`src/rtl/bp_table_ctrl_if.sv`:
```
// rtl/bp_table_ctrl_if.sv - predict/update/flush bundle between IF/EX and the branch table
interface bp_table_ctrl_if #(
  parameter int IDX_W = 4
);
  logic             pred_valid;
  logic [IDX_W-1:0] pred_idx;
  logic             pred_ready;
  logic             pred_out_vld;
  logic             pred_taken;
  logic             upd_valid;
  logic [IDX_W-1:0] upd_idx;
  logic             upd_actual;
  logic             upd_ready;
  logic             flush;
  logic             busy;

  modport master (
    output pred_valid, pred_idx, upd_valid, upd_idx, upd_actual, flush,
    input  pred_ready, pred_out_vld, pred_taken, upd_ready, busy
  );

  modport slave (
    input  pred_valid, pred_idx, upd_valid, upd_idx, upd_actual, flush,
    output pred_ready, pred_out_vld, pred_taken, upd_ready, busy
  );
endinterface

```
`src/rtl/bp_table_ctrl.sv`:
```
// rtl/bp_table_ctrl.sv - 2-bit saturating branch counter table on one single-port array
module bp_table_ctrl #(
  parameter int IDX_W   = 4,
  parameter int Q_DEPTH = 2
) (
  input  logic            clk,
  input  logic            rst,
  bp_table_ctrl_if.slave  bus
);

  typedef enum logic {ST_INIT, ST_RUN} state_t;

  localparam int ENTRIES = 2 ** IDX_W;
  localparam int PTR_W   = (Q_DEPTH > 1) ? $clog2(Q_DEPTH) : 1;
  localparam int CNT_W   = $clog2(Q_DEPTH + 1);
  localparam logic [CNT_W-1:0] CNT_FULL = CNT_W'(Q_DEPTH);
  localparam logic [PTR_W-1:0] PTR_LAST = PTR_W'(Q_DEPTH - 1);
  localparam logic [IDX_W-1:0] IDX_LAST = '1;

  state_t           state, state_nxt;
  logic [IDX_W-1:0] init_ptr;
  logic [PTR_W-1:0] head, tail;
  logic [CNT_W-1:0] count;
  logic             pred_out_vld, pred_taken;

  logic [1:0]       table_mem [ENTRIES];
  logic [IDX_W-1:0] q_idx     [Q_DEPTH];
  logic             q_act     [Q_DEPTH];

  logic             busy, ready, full, pred_acc, upd_acc, drain, mem_we;
  logic [IDX_W-1:0] mem_addr;
  logic [1:0]       mem_wdata;

  function automatic logic [1:0] sat_step(input logic [1:0] cnt, input logic up);
    if (up) return (cnt == 2'b11) ? cnt : cnt + 2'd1;
    return (cnt == 2'b00) ? cnt : cnt - 2'd1;
  endfunction

  function automatic logic [PTR_W-1:0] next_ptr(input logic [PTR_W-1:0] p);
    return (p == PTR_LAST) ? '0 : p + PTR_W'(1);
  endfunction

  always_ff @(posedge clk or posedge rst) begin
    if (rst) state <= ST_INIT;
    else     state <= state_nxt;
  end

  // One array op per cycle: init write, then forced drain, then prediction read, then drain.
  always_comb begin
    state_nxt = state;
    busy      = 1'b0;
    ready     = 1'b0;
    full      = (count == CNT_FULL);
    pred_acc  = 1'b0;
    upd_acc   = 1'b0;
    drain     = 1'b0;
    mem_we    = 1'b0;
    mem_addr  = init_ptr;
    mem_wdata = 2'b01;
    case (state)
      ST_INIT: begin
        busy   = 1'b1;
        mem_we = 1'b1;
        if (!bus.flush && init_ptr == IDX_LAST) state_nxt = ST_RUN;
      end
      ST_RUN: begin
        ready    = !full;
        pred_acc = bus.pred_valid && ready;
        upd_acc  = bus.upd_valid && ready;
        drain    = (count != '0) && (full || !pred_acc);
        if (drain) begin
          mem_we    = 1'b1;
          mem_addr  = q_idx[head];
          mem_wdata = sat_step(table_mem[q_idx[head]], q_act[head]);
        end
        if (bus.flush) state_nxt = ST_INIT;
      end
      default: state_nxt = ST_INIT;
    endcase
  end

  always_ff @(posedge clk or posedge rst) begin
    if (rst) begin
      init_ptr     <= '0;
      head         <= '0;
      tail         <= '0;
      count        <= '0;
      pred_out_vld <= 1'b0;
      pred_taken   <= 1'b0;
    end else begin
      init_ptr     <= (bus.flush || state == ST_RUN) ? '0 : init_ptr + IDX_W'(1);
      pred_out_vld <= pred_acc;
      if (pred_acc) pred_taken <= table_mem[bus.pred_idx][1];
      if (bus.flush) begin
        head  <= '0;
        tail  <= '0;
        count <= '0;
      end else begin
        if (upd_acc) tail <= next_ptr(tail);
        if (drain)   head <= next_ptr(head);
        count <= count + CNT_W'(upd_acc) - CNT_W'(drain);
      end
    end
  end

  // Storage without reset: the table is rewritten by the init walk, queue slots by enqueue.
  always_ff @(posedge clk) begin
    if (mem_we) table_mem[mem_addr] <= mem_wdata;
    if (upd_acc) begin
      q_idx[tail] <= bus.upd_idx;
      q_act[tail] <= bus.upd_actual;
    end
  end

  assign bus.pred_ready   = ready;
  assign bus.upd_ready    = ready;
  assign bus.busy         = busy;
  assign bus.pred_out_vld = pred_out_vld;
  assign bus.pred_taken   = pred_taken;

endmodule
```
`src/flat_wrapper.sv`:
```
// flat-port wrapper written by rule: the top's interface ports become plain ports
module bp_table_ctrl_flat 
#(
  parameter int IDX_W   = 4,
  parameter int Q_DEPTH = 2
)
  (clk, rst, bus_pred_valid, bus_pred_idx, bus_upd_valid, bus_upd_idx, bus_upd_actual, bus_flush, bus_pred_ready, bus_pred_out_vld, bus_pred_taken, bus_upd_ready, bus_busy);
  bp_table_ctrl_if #(.IDX_W(IDX_W)) bus_i ();
  input  logic clk;
  input  logic rst;
  input wire logic [$bits(bus_i.pred_valid)-1:0] bus_pred_valid;
  input wire logic [$bits(bus_i.pred_idx)-1:0] bus_pred_idx;
  input wire logic [$bits(bus_i.upd_valid)-1:0] bus_upd_valid;
  input wire logic [$bits(bus_i.upd_idx)-1:0] bus_upd_idx;
  input wire logic [$bits(bus_i.upd_actual)-1:0] bus_upd_actual;
  input wire logic [$bits(bus_i.flush)-1:0] bus_flush;
  output wire logic [$bits(bus_i.pred_ready)-1:0] bus_pred_ready;
  output wire logic [$bits(bus_i.pred_out_vld)-1:0] bus_pred_out_vld;
  output wire logic [$bits(bus_i.pred_taken)-1:0] bus_pred_taken;
  output wire logic [$bits(bus_i.upd_ready)-1:0] bus_upd_ready;
  output wire logic [$bits(bus_i.busy)-1:0] bus_busy;
  assign bus_i.pred_valid = bus_pred_valid;
  assign bus_i.pred_idx = bus_pred_idx;
  assign bus_i.upd_valid = bus_upd_valid;
  assign bus_i.upd_idx = bus_upd_idx;
  assign bus_i.upd_actual = bus_upd_actual;
  assign bus_i.flush = bus_flush;
  assign bus_pred_ready = bus_i.pred_ready;
  assign bus_pred_out_vld = bus_i.pred_out_vld;
  assign bus_pred_taken = bus_i.pred_taken;
  assign bus_upd_ready = bus_i.upd_ready;
  assign bus_busy = bus_i.busy;
  bp_table_ctrl #(.IDX_W(IDX_W), .Q_DEPTH(Q_DEPTH)) u_core (.clk(clk), .rst(rst), .bus(bus_i));
endmodule
```
`config.mk`:
```
export PLATFORM = sky130hd
export DESIGN_NAME = bp_table_ctrl_flat
export DESIGN_NICKNAME = d
export VERILOG_FILES = /design/src/rtl/bp_table_ctrl_if.sv /design/src/rtl/bp_table_ctrl.sv /design/src/flat_wrapper.sv
export SDC_FILE = /design/constraint.sdc
export NUM_CORES = 1
export LEC_CHECK = 0
export BUFFER_PORTS_ARGS = -buffer_cell sky130_fd_sc_hd__buf_2
export CORE_ASPECT_RATIO = 0.8
export CORE_MARGIN = 8
export CORE_UTILIZATION = 55
export CTS_CLUSTER_DIAMETER = 50
export CTS_CLUSTER_SIZE = 8
export DETAILED_ROUTE_END_ITERATION = 7
export GPL_TIMING_DRIVEN = 0
export PLACE_DENSITY = 0.73
export SLEW_MARGIN = 5
export SYNTH_ARGS = -nofsm -noshare
export SYNTH_HDL_FRONTEND = slang
export SYNTH_SLANG_ARGS = --single-unit
```
`constraint.sdc`:
```
create_clock -name clk -period 2.7 [get_ports clk]
set_input_delay 0.135 -clock clk [delete_from_list [all_inputs] [get_ports clk]]
set_output_delay 0.135 -clock clk [all_outputs]
set_load 0.05 [all_outputs]
```
==> reports/results.ini, run 1 <==
[worst_setup_path]
cp_max_fo=16
start_kind=flop
cp_slowest_cell=o21ai_2
cp.required_ns=2.72
regToRegSetupSlack_ns=0.21
worst_path_most_repeated_cell=clkbuf_8
cpPeakStageDelay_ns=0.50
cp-end-kind=flop
crit_chain=clkbuf_8, mux2_4, clkbuf_8, mux4_1, nand2_1, and4_1, o21ai_2
worstSetupPathType=flop to flop
worstPathArrival_ns=2.52

[clock_network]
h-tree-depth=2
clock_latency_ns=0.31
post_cts_buffers=0
clockBufferDepth=2
tritoncts=yes
clock_sinks=53
cts-buffers-inserted=5
root_buffer=clkbuf_8
cts.clk_slew.worst_paths_ns=0.09

[power]
p_clk_share_pct=30.6
intPower_mw=1.10
combPwrFrac_pct=5.2
swShare_pct=21.3
power_density_nw_per_um2=505
total_leakage_power_nw=1.06
power_frac_seq_pct=64.2
ir_drop_mv=0.471
power_switching_uw=297

[yosys]
synth.distinct_cells=43
yosys_warnings=0
synth_top_cell_area_share_pct=50.7
netlist_area_sq_um=2490
ys_ff_latch=53
synthTopCellsByArea=edfxtp_1 51%, dfrtp_1 11%, mux4_2 7.2%
ys_async_sr_fraction_pct=20.8
syn_inst=168
synth_top_area_cell=edfxtp_1
yosysSeqAreaShare_pct=61.7
avgSynthCellArea_sq_um=14.8
synth_edf_count=42
ys.flop_type=edfxtp_1
syn-num-nets=185

[sta]
clock.fmax_ghz=0.402
slew_headroom_pct=54.9
worst_pin_slew_ns=0.673
final.min_clock_period_ns=2.49
holdWs_ns=0.0204
hold_violations=0
finalCritPeriodShare_pct=92.2
final.setup_skew_ns=0.0103
slew_viol_final=0
finalSetupViolations=0
fin_tns_setup_ns=0
rsz0062_at_grt=false

[die]
placementRows=22
coreArea_sq_um=4460
die_w_um=91.2
die-area_sq_um=6950
initial_utilization_pct=55.8
ios=19
dieHeight_um=76.2

[cells_and_area]
layout.cells.non_filler=254
area.growth.synth_to_final_pct=10.8
post-route-util_pct=61.8
final_cell_mix=42 x edfxtp_1, 24 x nor2_1, 18 x buf_2, 11 x dfrtp_1
mostFrequentLayoutCell=edfxtp_1
drive_above_1_share_pct=24.7
fin_area_sq_um=2760
layout.nets=210
antennaDiodeCount=0

[grt]
grt_usage_pct=14.3
antenna_found_initial=0
grt_overflow=0
grt_pass1_vias=1563
grt_max_degree=17
grt_pass1_wl_um=7870

[flow_run]
cap_violations=0

[detailed_routing]
drcViolationCount=0
wl_um=4690
routedWlPerCell_um=18.5
routed_via_density=5.81
drt_iter0_markers=106
vias=1476
first_pass_iters=4
postRouteAntennaNets=0

[placement]
io_buffer_count=17
dp_hpwl_um=3490
placedCellCount=245
placed_cell_area_sq_um=2650
gp_congestion=0.846

[outcome]
outcome=finished clean

[min_path]
min_path_type=input pin to flop

-- synthesized netlist by cell type (2+ instances only) --
library cell and n:
o32ai_1 2, nand3_1 2, mux2_2 2, o22ai_1 2, a21oi_1 4, nor3_1 5, mux2i_1 2, mux4_2 8
and3_1 2, edfxtp_1 42, o21ai_0 2, nor3b_1 2, dfrtp_1 11, clkbuf_8 2, mux2_4 2, nand2b_1 3
nor2_1 24, ha_1 3, xnor2_1 3, nand2_1 8, xor2_1 3, a22o_1 2, inv_1 8, mux4_1 5
-- power by group through the flow --
stage	sequential, mW	combinational [mW]	clock [mW]
finish	0.895	0.0720	0.426
global route	0.896	0.0781	0.463
CTS	0.895	0.0724	0.430
detailed placement	0.913	0.0708	0
global placement	0.911	0.0696	0
floorplan	0.916	0.0399	0
-- cells by family after synthesis --
group | share of synthesized area, %
compound gates | 5.43
buf+inv | 3.57
flops | 61.7
fa+ha+maj | 1.51
xor+xnor | 2.11
simple gates | 10.2
mux | 15.4
-- area by class of cell --
cell class	count	area [sq um]
plain buffers	6	55.1
clock buffers	6	72.6
clock inverters	2	10.0
fillers	341	1700
inverters	9	33.8
multi-input cells	100	878
flip-flops and latches	53	1540
well taps	60	75.1
repair buffers	18	95.1
-- registers in the layout, indices dropped and copies added, names as in the netlist --
signal / flops
u_core.state: 1
u_core.tail: 1
u_core.count: 2
u_core.init_ptr: 4
u_core.head: 1
u_core.table_mem: 32
u_core.bus.pred_out_vld: 1
u_core.bus.pred_taken: 1
u_core.q_act: 2
u_core.q_idx: 8
-- metrics by stage --
| step | setup WS [ns] | total power [mW] |
|---|---|---|
| 6_report | 0.210 | 1.39 |
| 2_1_floorplan | 0.161 | 0.955 |
| 3_5_place_dp | -0.186 | 0.984 |
| 5_1_grt | 0.0600 | 1.44 |
| 3_3_place_gp | -0.0572 | 0.981 |
| 4_1_cts | 0.153 | 1.40 |
-- routing by layer --
metal / GRT usage (%) / part of all wire (%) / wire (um) / up-vias
met2: 22.2 / 49 / 2290 / 56
met1: 18.6 / 43 / 2010 / 720
met5: 0 / 0 / 0 / -
met3: 4.04 / 6.3 / 294 / 9
li1: - / - / - / 691
met4: 5.06 / 1.9 / 91 / 0
-- worst paths after layout --
| kind | from | endpoint | cells after the start |
|---|---|---|---|
| worst max-delay path | u_core.head | u_core.table_mem[12][1] | 7 |
| worst min-delay path | bus_upd_idx[0] | u_core.q_idx[0][0] | 1 |
| worst max register to register | u_core.head | u_core.table_mem[12][1] | 7 |
| worst min register to register | u_core.bus.pred_taken | u_core.bus.pred_taken | 1 |
| max in group asynchronous | rst | u_core.init_ptr[0] | 3 |
| min in group asynchronous | rst | u_core.tail | 3 |
-- what timing repair did --
| action | CTS | global route |
|---|---|---|
| hold buffers | 1 | 0 |
| endpoints found under the setup margin | 32 | 16 |
| resized for setup | 2 | 1 |
| hold endpoints to repair | 11 | 0 |
-- critical path: cells and delay by family (launching register included) --
family                 cells  cell delay, ns
multiplexers               2            0.56
AO/OA/AOI/OAI              1            0.50
flip-flops                 1            0.42
AND/OR/NAND/NOR            2            0.37
buffers and inverters      2            0.36
Power figures use the tool's default switching activity.
==> inputs of run 2 (changes only) <==
--- a/config.mk
+++ b/config.mk
@@ -5,15 +5,15 @@
 export SDC_FILE = /design/constraint.sdc
 export NUM_CORES = 1
 export LEC_CHECK = 0
-export BUFFER_PORTS_ARGS = -buffer_cell sky130_fd_sc_hd__buf_2
 export CORE_ASPECT_RATIO = 0.8
 export CORE_MARGIN = 8
 export CORE_UTILIZATION = 55
 export CTS_CLUSTER_DIAMETER = 50
 export CTS_CLUSTER_SIZE = 8
 export DETAILED_ROUTE_END_ITERATION = 7
+export DONT_BUFFER_PORTS = 1
 export GPL_TIMING_DRIVEN = 0
-export PLACE_DENSITY = 0.73
+export PLACE_DENSITY = 0.69
 export SLEW_MARGIN = 5
 export SYNTH_ARGS = -nofsm -noshare
 export SYNTH_HDL_FRONTEND = slang
==> run 2 against run 1 <==
  * Global-route usage decreased by 0.12 points
  * Routed wire length decreased by 1.0%
  * Register-to-register slack improved by 0.02 ns
  * Clock skew decreased by 0.0054 ns
  * Flip-flop and latch count unchanged
  * Design area about the same
  * Power increased by 7.9%
  * Critical endpoint unchanged
  * Maximum frequency increased by 0.76%
  * Worst hold slack improved by 0.0055 ns
==> reports/results.ini, run 2 (synthesis gave the netlist of run 1 again) <==
[grt]
grt_overflow=0
grt_pass1_wl_um=7710
grt_pass1_vias=1523
antenna_found_initial=0
grt_max_degree=17
grt_usage_pct=14.1

[die]
coreArea_sq_um=4460
die_w_um=91.2
placementRows=22
ios=19
initial_utilization_pct=55.8
dieHeight_um=76.2
die-area_sq_um=6950

[cells_and_area]
nFillCells=361
drive_above_1_share_pct=17.6
fin_area_sq_um=2760
area.growth.synth_to_final_pct=10.9
final_cell_mix=42 x edfxtp_1, 24 x nor2_1, 11 x dfrtp_1
layout.nets=198
top_register=u_core.table_mem
largest_reg_flops=32
mostFrequentLayoutCell=edfxtp_1
post-route-util_pct=61.9
reg_top3=u_core.table_mem: 32 flops, u_core.q_idx: 8 flops, u_core.init_ptr: 4 flops
antennaDiodeCount=0

[sta]
slew_headroom_pct=50.1
slew_viol_final=0
worst_pin_slew_ns=0.749
rsz0062_at_grt=false
final.setup_skew_ns=0.00490
clock.fmax_ghz=0.405
finalCritPeriodShare_pct=91.5
finalSetupViolations=0
hold_violations=0
final.min_clock_period_ns=2.47

[placement]
io_buffer_count=0
dp_hpwl_um=3450
placed_cell_area_sq_um=2560
gp_congestion=0.798

[worst_setup_path]
timing.rr.end=u_core.table_mem[12][1]
cp.required_ns=2.73
worstSetupPathType=flop to flop
cp_max_fo=16
crit_start=u_core.head
start_kind=flop
r2r-start=u_core.head
worstPathArrival_ns=2.50
regToRegSetupSlack_ns=0.23
cp-end-kind=flop
reg2regPathDepth=7

[clock_network]
h-tree-depth=2
cts-buffers-inserted=5
post_cts_buffers=0
root_buffer=clkbuf_8
cts.clk_slew.worst_paths_ns=0.09
clockBufferDepth=2
clock_sinks=53
tritoncts=yes
clock_latency_ns=0.31

[power]
ir_drop_mv=0.303
total_leakage_power_nw=1.03
power_density_nw_per_um2=545
power_mw=1.50

[detailed_routing]
routed_via_density=5.91
wl_um=4640
routedWlPerCell_um=19.2
first_pass_iters=4
vias=1431
postRouteAntennaNets=0
drt_iter0_markers=127
drcViolationCount=0

[outcome]
outcome=finished clean

[flow_run]
cap_violations=0

[min_path]
min_from=bus_pred_valid
hold_path_end=u_core.bus.pred_out_vld
whs_path_depth=1
min_path_type=input pin to flop

-- run 2: cell count changes in the layout (fill, tap and decap cells not counted), sizes merged --
cell         previous run  this run
buf                    20         3
bufinv                  0         1
clkbuf                  9        10
clkinv                  2         0
dlygate4sd3             1         6
-- run 2: routing by layer --
layer | global-route usage (%) | up-vias | share of wire (%)
li1 | - | 668 | -
met1 | 17.7 | 725 | 45
met2 | 23.0 | 28 | 49
met3 | 3.74 | 10 | 3.7
met4 | 5.06 | 0 | 2.1
met5 | 0 | - | 0
-- run 2: timing repair --
item,CTS,global route
hold endpoints to repair,21,0
resized for setup,3,1
endpoints found under the setup margin,37,16
gates cloned,0,0
pin swaps,0,0
hold buffers,6,0
-- run 2: worst max path at each step --
stage,to,cells past startpoint
6_report,u_core.table_mem[12][1],7
5_1_grt,u_core.table_mem[14][1],7
4_1_cts,u_core.table_mem[15][0],6
3_5_place_dp,u_core.table_mem[10][0],6
3_3_place_gp,u_core.q_idx[0][1],5
2_1_floorplan,u_core.q_act[0],5
-- run 2: through the flow --
| step | TNS (ns) | hold WS, ns | instances | worst slack (ns) |
|---|---|---|---|---|
| detailed placement | -5.12 | 0.0459 | 228 | -0.183 |
| global placement | -0.957 | 0.0327 | 228 | -0.126 |
| global route | 0 | 0.00130 | 242 | 0.107 |
| floorplan | 0 | -0.0126 | 168 | 0.161 |
| finish | 0 | 0.0259 | 242 | 0.229 |
| CTS | 0 | 0.00350 | 242 | 0.158 |
-- run 2: area by class of cell --
class,instances,area [sq um],area share [%]
plain buffers,6,55.1,2.00
repair buffers,6,60.1,2.18
multi-input cells,100,882,32.0
well taps,60,75.1,2.72
clock buffers,7,86.3,3.13
clock inverters,1,30.0,1.09
inverters,9,33.8,1.22
flip-flops and latches,53,1540,55.7
-- run 2: report_power, final --
group	leakage (nW)	switching (mW)	internal (mW)
clock network	0.0585	0.242	0.302
registers	0.557	0.0143	0.886
logic	0.412	0.0312	0.0276
total	1.03	0.287	1.22
-- run 2: worst max-delay path: stages, from the launching register on --
cell and delay [ns]:
dfrtp_1 0.41, clkbuf_8 0.17, mux2_4 0.33, clkbuf_8 0.17, mux4_1 0.23, nand2_1 0.10, and4_1 0.25, o21ai_2 0.51
